**config.mk**
```make
export PLATFORM = sky130hd
export DESIGN_NAME = hex_cmd_parser
export DESIGN_NICKNAME = d
export VERILOG_FILES = /design/src/rtl/hex_cmd_parser.sv
export SDC_FILE = /design/constraint.sdc
export NUM_CORES = 1
export LEC_CHECK = 0
export ABC_AREA = 1
export CORE_MARGIN = 2
export CORE_UTILIZATION = 48
export CTS_CLUSTER_DIAMETER = 60
export DETAILED_ROUTE_END_ITERATION = 8
export MAX_ROUTING_LAYER = met4
export PLACE_DENSITY = 0.83
export REMOVE_ABC_BUFFERS = 1
export SLEW_MARGIN = 20
export SYNTH_ARGS = -nofsm -noshare
export SYNTH_HDL_FRONTEND = slang
export SYNTH_SLANG_ARGS = --single-unit
```
**constraint.sdc**
```tcl
create_clock -name clk -period 3.7 [get_ports clk]
set_input_delay 1.11 -clock clk [delete_from_list [all_inputs] [get_ports clk]]
set_output_delay 1.11 -clock clk [all_outputs]
set_load 0.02 [all_outputs]
```
**src/rtl/hex_cmd_parser.sv**
```systemverilog
// hex_cmd_parser: ASCII hex "W"/"R" command lines to register-bus strobes.
// Define HEX_CMD_TIMEOUT_EN to drop stale partial commands after TIMEOUT_CYC.
module hex_cmd_parser #(
  parameter int ADDR_W      = 8,
  parameter int DATA_W      = 8,
  parameter int TIMEOUT_CYC = 12_000_000
) (
  input  logic              clk,
  input  logic              resetn,
  input  logic              rx_valid,
  input  logic [7:0]        rx_data,
  output logic              bus_we,
  output logic              bus_re,
  output logic [ADDR_W-1:0] bus_addr,
  output logic [DATA_W-1:0] bus_wdata,
  input  logic [DATA_W-1:0] bus_rdata,
  output logic              rsp_valid,
  output logic [7:0]        rsp_data,
  input  logic              rsp_ready,
  output logic              cmd_err
);
  localparam int DD = DATA_W / 4;
  localparam logic [7:0] A_LAST = 8'(ADDR_W / 4 - 1);
  localparam logic [7:0] D_LAST = 8'(DD - 1);
  localparam logic [7:0] R_LAST = 8'(DD + 1);

  typedef enum logic [2:0] {
    IDLE, ADDR, DATA, EOL, SKIP, EXEC, RDW, RSP
  } state_t;
  typedef enum logic [1:0] {
    RK_OK, RK_ERR, RK_DAT
  } rsp_t;

  state_t state_q, state_d;
  rsp_t kind_q, kind_d;
  logic op_wr_q, op_wr_d;
  logic [7:0] cnt_q, cnt_d;
  logic [ADDR_W-1:0] addr_sr_q, addr_sr_d;
  logic [ADDR_W-1:0] bus_addr_q, bus_addr_d;
  logic [DATA_W-1:0] data_sr_q, data_sr_d;
  logic [DATA_W-1:0] bus_wdata_q, bus_wdata_d;
  logic [DATA_W-1:0] rdata_q, rdata_d;
  logic bus_we_q, bus_we_d;
  logic bus_re_q, bus_re_d;
  logic cmd_err_q, cmd_err_d;

  logic byte_v, is_cr, is_hex;
  logic [3:0] nib, rnib;
  logic [7:0] last;

`ifdef HEX_CMD_TIMEOUT_EN
  localparam int TW = $clog2(TIMEOUT_CYC);
  localparam logic [TW-1:0] T_LAST = TW'(TIMEOUT_CYC - 1);
  logic [TW-1:0] tmo_q, tmo_d;
`else
  logic unused_tmo;
  assign unused_tmo = ^TIMEOUT_CYC;
`endif

  // LF is invisible to every state, so it never counts as a byte
  assign byte_v = rx_valid && (rx_data != 8'h0A);
  assign is_cr  = (rx_data == 8'h0D);

  always_comb begin
    is_hex = 1'b1;
    nib    = 4'h0;
    unique case (1'b1)
      (rx_data inside {[8'h30:8'h39]}):
        nib = rx_data[3:0];
      (rx_data inside {[8'h41:8'h46]}),
      (rx_data inside {[8'h61:8'h66]}):
        nib = rx_data[3:0] + 4'd9;
      default: is_hex = 1'b0;
    endcase
  end

  always_comb begin
    last = (kind_q == RK_DAT) ? R_LAST : 8'd2;
    rnib = 4'h0;
    for (int i = 0; i < DD; i++) begin
      if (cnt_q == 8'(i))
        rnib = rdata_q[DATA_W-1-4*i -: 4];
    end
    rsp_data = 8'h00;
    if (state_q == RSP) begin
      if (cnt_q == last)
        rsp_data = 8'h0A;
      else if (cnt_q == last - 8'd1)
        rsp_data = 8'h0D;
      else if (kind_q == RK_OK)
        rsp_data = 8'h4B;
      else if (kind_q == RK_ERR)
        rsp_data = 8'h3F;
      else if (rnib < 4'd10)
        rsp_data = 8'h30 + {4'h0, rnib};
      else
        rsp_data = 8'h37 + {4'h0, rnib};
    end
  end

  always_comb begin
    state_d     = state_q;
    kind_d      = kind_q;
    op_wr_d     = op_wr_q;
    cnt_d       = cnt_q;
    addr_sr_d   = addr_sr_q;
    data_sr_d   = data_sr_q;
    bus_addr_d  = bus_addr_q;
    bus_wdata_d = bus_wdata_q;
    rdata_d     = rdata_q;
    bus_we_d    = 1'b0;
    bus_re_d    = 1'b0;
    cmd_err_d   = 1'b0;
    unique case (state_q)
      IDLE: if (byte_v) begin
        cnt_d = '0;
        unique case (1'b1)
          (rx_data == 8'h57 || rx_data == 8'h77): begin
            op_wr_d = 1'b1;
            state_d = ADDR;
          end
          (rx_data == 8'h52 || rx_data == 8'h72): begin
            op_wr_d = 1'b0;
            state_d = ADDR;
          end
          is_cr: ;
          default: begin
            state_d   = SKIP;
            cmd_err_d = 1'b1;
          end
        endcase
      end
      ADDR: if (byte_v) begin
        unique case (1'b1)
          is_hex: begin
            addr_sr_d = ADDR_W'({addr_sr_q, nib});
            cnt_d     = cnt_q + 8'd1;
            if (cnt_q == A_LAST) begin
              cnt_d   = '0;
              state_d = op_wr_q ? DATA : EOL;
            end
          end
          is_cr: begin
            state_d   = RSP;
            kind_d    = RK_ERR;
            cnt_d     = '0;
            cmd_err_d = 1'b1;
          end
          default: begin
            state_d   = SKIP;
            cmd_err_d = 1'b1;
          end
        endcase
      end
      DATA: if (byte_v) begin
        unique case (1'b1)
          is_hex: begin
            data_sr_d = DATA_W'({data_sr_q, nib});
            cnt_d     = cnt_q + 8'd1;
            if (cnt_q == D_LAST) begin
              cnt_d   = '0;
              state_d = EOL;
            end
          end
          is_cr: begin
            state_d   = RSP;
            kind_d    = RK_ERR;
            cnt_d     = '0;
            cmd_err_d = 1'b1;
          end
          default: begin
            state_d   = SKIP;
            cmd_err_d = 1'b1;
          end
        endcase
      end
      EOL: if (byte_v) begin
        if (is_cr) begin
          state_d    = EXEC;
          bus_addr_d = addr_sr_q;
          if (op_wr_q) begin
            bus_wdata_d = data_sr_q;
            bus_we_d    = 1'b1;
          end else begin
            bus_re_d = 1'b1;
          end
        end else begin
          state_d   = SKIP;
          cmd_err_d = 1'b1;
        end
      end
      SKIP: if (byte_v && is_cr) begin
        state_d = RSP;
        kind_d  = RK_ERR;
        cnt_d   = '0;
      end
      EXEC: begin
        cmd_err_d = byte_v;
        cnt_d     = '0;
        kind_d    = op_wr_q ? RK_OK : RK_DAT;
        state_d   = op_wr_q ? RSP : RDW;
      end
      RDW: begin
        cmd_err_d = byte_v;
        rdata_d   = bus_rdata;
        state_d   = RSP;
      end
      RSP: begin
        cmd_err_d = byte_v;
        if (rsp_ready) begin
          if (cnt_q == last)
            state_d = IDLE;
          else
            cnt_d = cnt_q + 8'd1;
        end
      end
      default: state_d = IDLE;
    endcase
`ifdef HEX_CMD_TIMEOUT_EN
    tmo_d = '0;
    if (!rx_valid &&
        state_q inside {ADDR, DATA, EOL, SKIP}) begin
      if (tmo_q == T_LAST) begin
        state_d   = IDLE;
        cmd_err_d = 1'b1;
      end else begin
        tmo_d = tmo_q + TW'(1);
      end
    end
`endif
  end

  always_ff @(posedge clk or negedge resetn) begin
    if (!resetn) begin
      state_q     <= IDLE;
      kind_q      <= RK_OK;
      op_wr_q     <= 1'b0;
      cnt_q       <= '0;
      addr_sr_q   <= '0;
      data_sr_q   <= '0;
      bus_addr_q  <= '0;
      bus_wdata_q <= '0;
      rdata_q     <= '0;
      bus_we_q    <= 1'b0;
      bus_re_q    <= 1'b0;
      cmd_err_q   <= 1'b0;
    end else begin
      state_q     <= state_d;
      kind_q      <= kind_d;
      op_wr_q     <= op_wr_d;
      cnt_q       <= cnt_d;
      addr_sr_q   <= addr_sr_d;
      data_sr_q   <= data_sr_d;
      bus_addr_q  <= bus_addr_d;
      bus_wdata_q <= bus_wdata_d;
      rdata_q     <= rdata_d;
      bus_we_q    <= bus_we_d;
      bus_re_q    <= bus_re_d;
      cmd_err_q   <= cmd_err_d;
    end
  end

`ifdef HEX_CMD_TIMEOUT_EN
  always_ff @(posedge clk or negedge resetn) begin
    if (!resetn) tmo_q <= '0;
    else         tmo_q <= tmo_d;
  end
`endif

  assign bus_we    = bus_we_q;
  assign bus_re    = bus_re_q;
  assign bus_addr  = bus_addr_q;
  assign bus_wdata = bus_wdata_q;
  assign cmd_err   = cmd_err_q;
  assign rsp_valid = (state_q == RSP);

endmodule
```
==> summary.md, run 1 <==
| Metric | Value |
|---|---|
| Clock Tree Buf Depth | 2 |
| Async SR Flop Fraction | 1.00 |
| CP endpoint kind | primary output |
| Crit path max fanout | 8 |
| Clk Latency, worst-skew pair | 0.35 ns |
| Max cap viols | 0 |
| Die width | 87.8 microns |
| Clock Skews | 0.00678 ns |
| Total Wirelength | 7450 microns |
| Data required, critical path | 2.59 ns |
| Status | complete, no violations |
| Vias/cell | 5.03 |
| Static leakage | 2.06 nW |
| Total track usage | 0.218 |
| Starting Density | 0.497 |
| Syn Std Cell Area | 3370 sq um |
| Hold wc startpoint | bus_wdata[7] |
| Yosys Warn Count | 0 |
| CP arrival | 2.35 ns |
| Aggregate global routing overflow | 0 |
| Final Max Slew Viols | 0 |
| Hold depth | 2 |
| Clock transition at the registers of the reported paths | 0.06 ns |
| Slew @ Worst Pin | 0.519 ns |
| Drt initial violations | 198 |
| Reg2reg setup slack | 1.78 ns |
| Synth Register Bits | 57 |
| Fin crit period | 3.46 ns |
| DR DRC count | 0 |
| WS Path Type | reg -> out |
| Worst hold endpoint | bus_wdata[7] |
| FP Rows | 30 |
| Fin area | 4090 sq um |
| Vias in the first global route | 2,863 |
| Area after DPL | 3940 sq um |
| Root Buffer | clkbuf_8 |
| TritonCTS Buffers | 9 |
| Sequential share of the synthesized area | 0.423 |
| Hold Crit Class | reg -> reg |
| Commonest non-fill, non-tap cells in the layout | 129 x nand2_1, 56 x inv_1, 56 x dfrtp_1 |
| Iteration count of the initial detailed-routing pass | 5 |
| Htree depth | 3 |
| Peak Freq | 0.289 GHz |
| # setup viols final | 0 |
| Yosys cell types | 42 |
| Reg2reg start | state_q[2] |
| Final TNS setup | 0 ns |
| Commonest non-fill, non-tap cell in the layout | nand2_1 |
| Boundary Pins | 48 |
| Share of cells above drive strength 1 | 0.137 |
| TritonCTS clock tree | built |
| Area Overhead vs Synth | 21.2% |
| Fin nets | 534 |
| Core box area | 6790 sq um |
| CP Launch Type | flip-flop |
| Largest net degree at the start of global routing | 41 |
| Cell Pwr Density | 595 nW/um^2 |
| Final hold slack | 0.471 ns |
| Post-synth EDFFs | 0 |
| Clock sink count | 57 |
| Placed Cells | 590 |
| Avg Synthesized Cell Area | 7.50 sq um |
| Reg2Reg Depth | 10 |
| Initial antenna violation count | 0 |
| WL/cell | 12.3 microns |
| Vias | 3,047 |
| Reg2reg end | cnt_q[2] |
| PortBufs | 46 |
| Die ar. | 7720 sq um |
| DP Wirelength | 5600 microns |
| Global-route wire length before repair | 12,700 microns |
| Post-route insts no fill | 606 |
| Hold Vio Cnt, Final | 0 |
| VDD IR-drop max | 292 uV |
| RD Place Congestion | 0.952 |
| Final ANT Viol Nets | 0 |
| Antenna diode count | 0 |
| Relative slew slack | 0.653 |
| Fillcell total | 637 |
| Die Height | 87.8 microns |
| Fin crit share | 0.934 |
| Synthesized instance count | 450 |
| Ys flop type | dfrtp_1 |
## layer usage
| layer | track usage | vias to the layer above | routed length [microns] |
|---|---|---|---|
| met3 | 0.0566 | 16 | 415 |
| met5 | - | - | 0 |
| li1 | - | 1544 | - |
| met1 | 0.283 | 1402 | 3480 |
| met2 | 0.334 | 85 | 3430 |
| met4 | 0.0699 | 0 | 117 |
## worst max-delay path by stage
stage | cells past startpoint | slack [ns] | from | end
final | 12 | 0.24 | cnt_q[1] | rsp_data[5]
after global routing | 14 | -0.002 | cnt_q[1] | rsp_data[2]
after CTS | 14 | 0.04 | cnt_q[1] | rsp_data[2]
after detailed placement | 12 | 0.03 | cnt_q[1] | rsp_data[2]
after global placement | 12 | 0.13 | cnt_q[1] | rsp_data[2]
after floorplan | 11 | 0.47 | cnt_q[1] | rsp_data[2]
## layout make-up
class                           count  area (sq um)  share of cell area
Clock buffer                       12           145              0.0355
Clock inverter                      3          17.5             0.00428
Inverter                           64           243              0.0594
Multi-Input combinational cell    321          1660               0.405
Sequential cell                    57          1430               0.349
Tap cell                           96           120              0.0294
Timing Repair Buffer               53           478               0.117
## through the flow
stage / worst slack, ns / util / total power [mW]
after floorplan: 0.473 / - / 1.61
after global placement: 0.130 / 0.579 / 1.90
after detailed placement: 0.0279 / 0.579 / 1.92
after CTS: 0.0357 / 0.603 / 2.42
after global routing: -0.00244 / 0.602 / 2.63
final: 0.244 / 0.602 / 2.43
## registers in the layout (all words and copies together) (netlist names)
register / flops
op_wr_q: 1
addr_sr_q: 8
bus_re: 1
kind_q: 2
bus_we: 1
rdata_q: 8
state_q: 3
bus_addr: 8
cnt_q: 8
data_sr_q: 8
bus_wdata: 8
cmd_err: 1
## cell usage after synthesis, types with 3 or more instances
cell     number  area, sq um
nor2_4        3         33.8
dfrtp_1      57         1430
nand2_1     130          488
inv_1        57          214
o21ai_2       6         52.6
nand2_2       6         37.5
mux2_2        6         67.6
nand4_1       7         43.8
ha_1          8          100
o21ai_0      35          175
nor3_1        5         25.0
o21ai_1       7         35.0
inv_2         6         22.5
nor2_1       41          154
nand3_1      32          160
buf_2         3         15.0
a21oi_1      11         55.1
## power breakdown
group | internal, mW | leakage [nW] | switching (mW)
clock | 0.255 | 0.0822 | 0.241
sequential | 0.745 | 0.746 | 0.0975
combinational | 0.407 | 1.23 | 0.688
total | 1.41 | 2.06 | 1.03
## worst max-delay path, stage by stage, from the launching register on
cell             delay, ns
dfrtp_1               0.38
inv_1                 0.12
ha_1                  0.15
inv_1                 0.05
nor2_2                0.15
nand2_2               0.13
buf_4                 0.16
nand3_1               0.06
nand2_1               0.16
nand2_1               0.15
o21ai_0               0.09
nor2_1                0.09
clkdlybuf4s15_1       0.30
## cell families (layout without fill, tap and decap cells)
logic type	count (synthesis)	in the layout	synth area share
AND/OR/NAND/NOR	235	235	0.313
XOR/XNOR	3	3	0.00779
other	1	1	0.00111
flip-flops	57	57	0.423
buffers and inverters	72	132	0.0897
multiplexers	6	6	0.0200
adder cells (fa/ha/maj)	8	8	0.0297
AO/OA/AOI/OAI	68	68	0.116
## repair_timing
action / in CTS / in global routing
endpoints found under the setup margin: 7 / 7
hold buffers: 0 / 0
setup buffers: 0 / 1
gates resized for setup: 10 / 19
Note: power is estimated with default switching activity, not from simulation.
==> run 2: changes to the inputs <==
--- a/config.mk
+++ b/config.mk
@@ -17,3 +17,4 @@
 export SYNTH_ARGS = -nofsm -noshare
 export SYNTH_HDL_FRONTEND = slang
 export SYNTH_SLANG_ARGS = --single-unit
+export TNS_END_PERCENT = 5
==> run 2 against run 1 <==
Net effect:
- clock skew grew 0.00084 ns
- sequential share of layout area is essentially flat
- first-iteration DRC count shrank 6.6%
- via count shrank 0.46%
- combinational power is essentially flat
- highest routed layer unchanged
==> summary.md, run 2 (synthesized netlist as in run 1, its figures left out) <==
| Metric | Value |
|---|---|
| Status | complete, no violations |
| Root Buffer | clkbuf_8 |
| TritonCTS clock tree | built |
| Fin crit period | 3.51 ns (+0.0544 ns) |
| TritonCTS Buffers | 9 (unchanged) |
| Hold Crit Class | reg -> reg |
| Global-route wire length before repair | 12,700 microns (unchanged) |
| CP arrival | 2.40 ns (+0.05 ns) |
| Die ar. | 7720 sq um (unchanged) |
| Slowest library cell on the worst path | dfrtp_1 |
| Hold-fix buffers at CTS | 0 (unchanged) |
| Final TNS setup | 0 ns (unchanged) |
| Htree depth | 3 (unchanged) |
| Area Overhead vs Synth | 21.2% (unchanged) |
| Largest net degree at the start of global routing | 41 (unchanged) |
| Cell Pwr Density | 593 nW/um^2 (-0.38%) |
| Fin crit share | 0.949 (+0.0147) |
| Total Wirelength | 7420 microns (-0.40%) |
| Data required, critical path | 2.59 ns (about the same) |
| Core box area | 6790 sq um (unchanged) |
| Boundary Pins | 48 (unchanged) |
| Clock transition at the registers of the reported paths | 0.06 ns (about the same) |
| Final core occ | 0.602 (unchanged) |
| Total track usage | 0.218 (unchanged) |
| Die Height | 87.8 microns (unchanged) |
| PortBufs | 46 (unchanged) |
| # setup viols final | 0 (unchanged) |
| VDD IR-drop max | 292 uV (-0.22%) |
| Hold wc startpoint | bus_wdata[7] |
| RD Place Congestion | 0.952 (unchanged) |
| Aggregate global routing overflow | 0 (unchanged) |
| Commonest non-fill, non-tap cell in the layout | nand2_1 |
| Relative slew slack | 0.656 (+0.00280) |
| Drt initial violations | 185 (-6.6%) |
| CP endpoint kind | primary output |
| CP cell instances | nor2_1, nand2_1, inv_1, nand2_2, buf_4, nand3_1, nand2_1, nand2_1, nand2_1, a31oi_1, clkdlybuf4s15_1 |
| Final total power | 2.42 mW (-0.38%) |
| Clk Latency, worst-skew pair | 0.34 ns (about the same) |
| Antenna diode count | 0 (unchanged) |
| CP Launch Type | flip-flop |
| Peak Freq | 0.285 GHz (-1.6%) |
| Most frequent CP cell | nand2_1 |
| Max cap viols | 0 (unchanged) |
| Final ANT Viol Nets | 0 (unchanged) |
| Iteration count of the initial detailed-routing pass | 4 (-1) |
| Clock Tree Buf Depth | 2 (unchanged) |
| Slew @ Worst Pin | 0.515 ns (-0.00419 ns) |
| Clock sink count | 57 (unchanged) |
| Unrepaired setup endpoints after global routing | yes |
| DP Wirelength | 5600 microns (unchanged) |
| Crit path max fanout | 8 (unchanged) |
| Hold Vio Cnt, Final | 0 (unchanged) |
| CP peak stage delay | 0.43 ns (+0.05 ns) |
| Share of cells above drive strength 1 | 0.131 (-0.00588) |
| WS Path Type | reg -> out |
| Final hold slack | 0.471 ns (-0.00000900 ns) |
| FP Rows | 30 (unchanged) |
| Crit. Startpoint | cnt_q[5] |
| WL/cell | 12.2 microns (-0.40%) |
| Initial antenna violation count | 0 (unchanged) |
| Reg2reg start | state_q[2] |
| Static leakage | 2.06 nW (+0.13%) |
| Clock Skews | 0.00762 ns (+0.000844 ns) |
| Fin nets | 534 (unchanged) |
| Vias in the first global route | 2,863 (unchanged) |
| Vias | 3,033 (-0.46%) |
| Starting Density | 0.497 (unchanged) |
| Final Max Slew Viols | 0 (unchanged) |
| Vias/cell | 5.00 (-0.46%) |
| Die width | 87.8 microns (unchanged) |
| DR DRC count | 0 (unchanged) |
| Commonest non-fill, non-tap cells in the layout | 129 x nand2_1, 57 x inv_1, 57 x dfrtp_1 |
==> run 2: changes by cell type in the layout (fill, tap and decap cells not counted), sizes merged <==
cell         change
clkbuf           -1
dlygate4sd2      +1
==> run 2: repair_timing <==
action,CTS,global route
gates resized for setup,10,14
setup buffers,0,1
endpoints found under the setup margin,7,7
==> run 2: stage by stage <==
step | setup WS, ns | cell area [sq um] | std cells
2_1_floorplan | 0.473 | 3310 | 442
5_1_grt | -0.0833 | 4090 | 606
3_3_place_gp | 0.130 | 3940 | 590
3_5_place_dp | 0.0279 | 3940 | 590
6_report | 0.190 | 4090 | 606
4_1_cts | 0.0357 | 4090 | 605
==> run 2: per-layer routing <==
layer	GRT usage	vias to the layer above	part of all wire
li1	-	1545	-
met1	0.283	1419	0.48
met2	0.334	57	0.47
met3	0.0566	12	0.037
met4	0.0699	0	0.017
met5	-	-	0
==> run 2: final timing paths <==
check / to / slack [ns] / depth (start not counted)
worst max register to register: cnt_q[2] / 1.79 / 10
min in group asynchronous: addr_sr_q[2] / 0.70 / 1
max in group asynchronous: cmd_err / 2.16 / 2
worst min register to register: bus_wdata[7] / 0.47 / 2
worst max-delay path: rsp_data[3] / 0.19 / 11
worst min-delay path: bus_wdata[7] / 0.47 / 2
==> run 2: report_power, final <==
part,switching [mW],internal (mW)
clock,0.238,0.255
combinational,0.685,0.405
sequential,0.0967,0.744
total,1.02,1.40
==> run 2: critical path: cells and delay by family (launching register included) <==
kind	cells	cell delay (ns)
simple gates	7	0.81
buf+inv	3	0.68
flops	1	0.43
compound gates	1	0.14
==> run 2: layout make-up <==
type | count | area (sq um)
clock inverters | 3 | 17.5
clock buffers | 12 | 145
repair buffers | 53 | 484
inverters | 64 | 243
flip-flops and latches | 57 | 1430
multi-input cells | 321 | 1650
fillers | 640 | 2710
well taps | 96 | 120
==> run 3: changes to the inputs <==
==> constraint.sdc (replaced) <==
create_clock -name clk -period 3.5 [get_ports clk]
set_input_delay 1.05 -clock clk [delete_from_list [all_inputs] [get_ports clk]]
set_output_delay 1.05 -clock clk [all_outputs]
set_load 0.02 [all_outputs]
==> run 3 against run 2 <==
Net effect:
- flip-flop and latch count stayed put
- via count is 4.0% higher
- sequential power grew 4.8%
- highest routed layer unchanged
- largest power group unchanged
- global-route usage rose by 0.11 points
- critical path depth is 1 higher
- cell count rose by 1.2%
- combinational power is 14% higher
- design area rose by 3.5%
- die area unchanged
==> summary.md, run 3 (synthesized netlist as in run 1, its figures left out) <==
| Metric | Value |
|---|---|
| Status | complete, no violations |
| Relative slew slack | 0.624 (-0.0322) |
| Vias/cell | 5.14 (+2.8%) |
| Data required, critical path | 2.45 ns (-0.14 ns) |
| Fin crit share | 0.972 |
| Core box area | 6790 sq um (unchanged) |
| DP Wirelength | 5690 microns (+1.6%) |
| Die ar. | 7720 sq um (unchanged) |
| Pre-CTS setup slack | -0.106 ns (-0.133 ns) |
| Global-route wire length before repair | 12,900 microns (+1.9%) |
| TritonCTS Buffers | 9 (unchanged) |
| Vias | 3,153 (+4.0%) |
| TritonCTS clock tree | built |
| Combinational Power Share | 0.438 (-0.012) |
| Clock share of power | 0.249 (+0.046) |
| WS Path Type | reg -> out |
| Clock Tree Buf Depth | 2 (unchanged) |
| Final total power | 2.82 mW (+16%) |
| DR DRC count | 0 (unchanged) |
| Sw Pwr | 1.14 mW (+12%) |
| Root Buffer | clkbuf_8 |
| Total Wirelength | 7830 microns (+5.5%) |
| Starting Density | 0.497 (unchanged) |
| Max cap viols | 0 (unchanged) |
| Clock sink count | 57 (unchanged) |
| Fin crit period | 3.40 ns |
| Slew @ Worst Pin | 0.560 ns (+0.0453 ns) |
| Boundary Pins | 48 (unchanged) |
| Antenna diode count | 0 (unchanged) |
| Clk Latency, worst-skew pair | 0.34 ns (about the same) |
| Die width | 87.8 microns (unchanged) |
| Htree depth | 3 (unchanged) |
| Final Max Slew Viols | 0 (unchanged) |
| Hold Crit Class | reg -> reg |
| Final TNS setup | 0 ns (unchanged) |
| PortBufs | 46 (unchanged) |
| Total track usage | 0.219 (+0.00114) |
| Initial antenna violation count | 0 (unchanged) |
| Commonest non-fill, non-tap cell in the layout | nand2_1 |
| FP Rows | 30 (unchanged) |
| Share of cells above drive strength 1 | 0.143 (+0.0118) |
| Reg2reg end | cnt_q[0] |
| Vias in the first global route | 2,995 (+4.6%) |
| Fillcell total | 630 (-1.6%) |
| Final ANT Viol Nets | 0 (unchanged) |
| Final worst slack | 0.0991 ns (-0.0905 ns) |
| Reg2reg start | state_q[2] |
| Crit. Startpoint | cnt_q[3] |
| Clock Skews | 0.0104 ns (+0.00273 ns) |
| Cell Pwr Density | 667 nW/um^2 (+12%) |
| Reg2Reg Depth | 8 (-2) |
| Unrepaired setup endpoints after global routing | yes |
| Hold Vio Cnt, Final | 0 (unchanged) |
| WL/cell | 12.8 microns (+4.3%) |
| Hold-fix buffers at CTS | 0 (unchanged) |
| Largest net degree at the start of global routing | 58 (+41%) |
| Area Overhead vs Synth | 25.4% |
| Reg2reg setup slack | 1.59 ns (-0.20 ns) |
| # setup viols final | 0 (unchanged) |
| CP arrival | 2.35 ns (-0.05 ns) |
| RD Place Congestion | 0.969 (+1.8%) |
| Worst Setup EP | rsp_data[5] |
| Static leakage | 2.12 nW (+2.8%) |
| Sequential power share | 0.313 (-0.034) |
| Sw frac | 0.405 (-0.0157) |
| Die Height | 87.8 microns (unchanged) |
| Commonest non-fill, non-tap cells in the layout | 130 x nand2_1, 57 x dfrtp_1, 56 x inv_1 |
| VDD IR-drop max | 304 uV (+4.4%) |
| Clock transition at the registers of the reported paths | 0.07 ns (about the same) |
| Fin nets | 540 (+1.1%) |
| CP Launch Type | flip-flop |
| CP endpoint kind | primary output |
| Crit path max fanout | 5 (-3) |
| Peak Freq | 0.294 GHz |
| Aggregate global routing overflow | 0 (unchanged) |
| Iteration count of the initial detailed-routing pass | 5 (+1) |
| Drt initial violations | 213 (+15%) |
| Int Pwr | 1.68 mW (+19%) |
run 3: cell count changes in the layout (fill, tap and decap cells not counted), sizes merged, moves of 2 or more:
cell,previous run,this run
clkbuf,16,13
buf,9,14
bufinv,0,2
clkdlybuf4s15,1,4
clkinv,2,0
run 3: power by group through the flow:
| stage | logic, mW | registers, mW | clock network, mW |
|---|---|---|---|
| floorplan | 0.820 | 0.877 | 0 |
| global placement | 1.14 | 0.882 | 0 |
| detailed placement | 1.19 | 0.884 | 0 |
| CTS | 1.20 | 0.876 | 0.713 |
| global route | 1.37 | 0.893 | 0.738 |
| finish | 1.24 | 0.881 | 0.703 |
run 3: worst max-delay path, stage by stage, from the launching register on:
cell and delay [ns]:
dfrtp_1 0.41, nor2_1 0.21, nand2_1 0.09, nor2_2 0.17
buf_4 0.15, nand2_1 0.06, nand2_1 0.08, nand2_1 0.06
nand2_1 0.15, nand2_1 0.11, o21ai_0 0.17, nor2_1 0.05
dlygate4sd2_1 0.31
run 3: worst min path at each step:
stage	start	to	slack, ns	cells past startpoint
finish	bus_wdata[7]	bus_wdata[7]	0.47	2
detailed placement	bus_wdata[7]	bus_wdata[7]	0.46	2
floorplan	op_wr_q	bus_re	0.45	1
CTS	bus_wdata[7]	bus_wdata[7]	0.48	2
global placement	bus_wdata[6]	bus_wdata[6]	0.45	2
global route	bus_wdata[7]	bus_wdata[7]	0.49	2
run 3: area by class of cell:
cell class | count | area (sq um) | share of cell area
clock buffer | 12 | 155 | 0.0367
clock inverter | 4 | 75.1 | 0.0177
inverter | 64 | 243 | 0.0574
multi-input combinational | 322 | 1660 | 0.393
sequential | 57 | 1430 | 0.337
tap | 96 | 120 | 0.0284
timing repair buffer | 58 | 549 | 0.130
run 3: stage by stage:
| stage | instance area (sq um) | util | std cells | hold WS, ns |
|---|---|---|---|---|
| final | 4230 | 0.623 | 613 | 0.471 |
| after global routing | 4230 | 0.623 | 613 | 0.490 |
| after CTS | 4210 | 0.620 | 611 | 0.476 |
| after detailed placement | 3990 | 0.587 | 595 | 0.459 |
| after global placement | 3990 | 0.587 | 595 | 0.453 |
| after floorplan | 3310 | - | 442 | 0.449 |
run 3: what timing repair did:
| item | in CTS | in global routing |
|---|---|---|
| cloned | 0 | 1 |
| endpoints found under the setup margin | 7 | 7 |
| setup buffers | 0 | 1 |
| gates resized for setup | 17 | 7 |
| pin swaps | 0 | 1 |
run 3: routing by layer:
layer / track usage / share of wire / vias to the layer above
met5: - / 0 / -
met4: 0.0965 / 0.022 / 0
met3: 0.0405 / 0.070 / 18
met2: 0.341 / 0.48 / 122
met1: 0.279 / 0.43 / 1457
li1: - / - / 1556
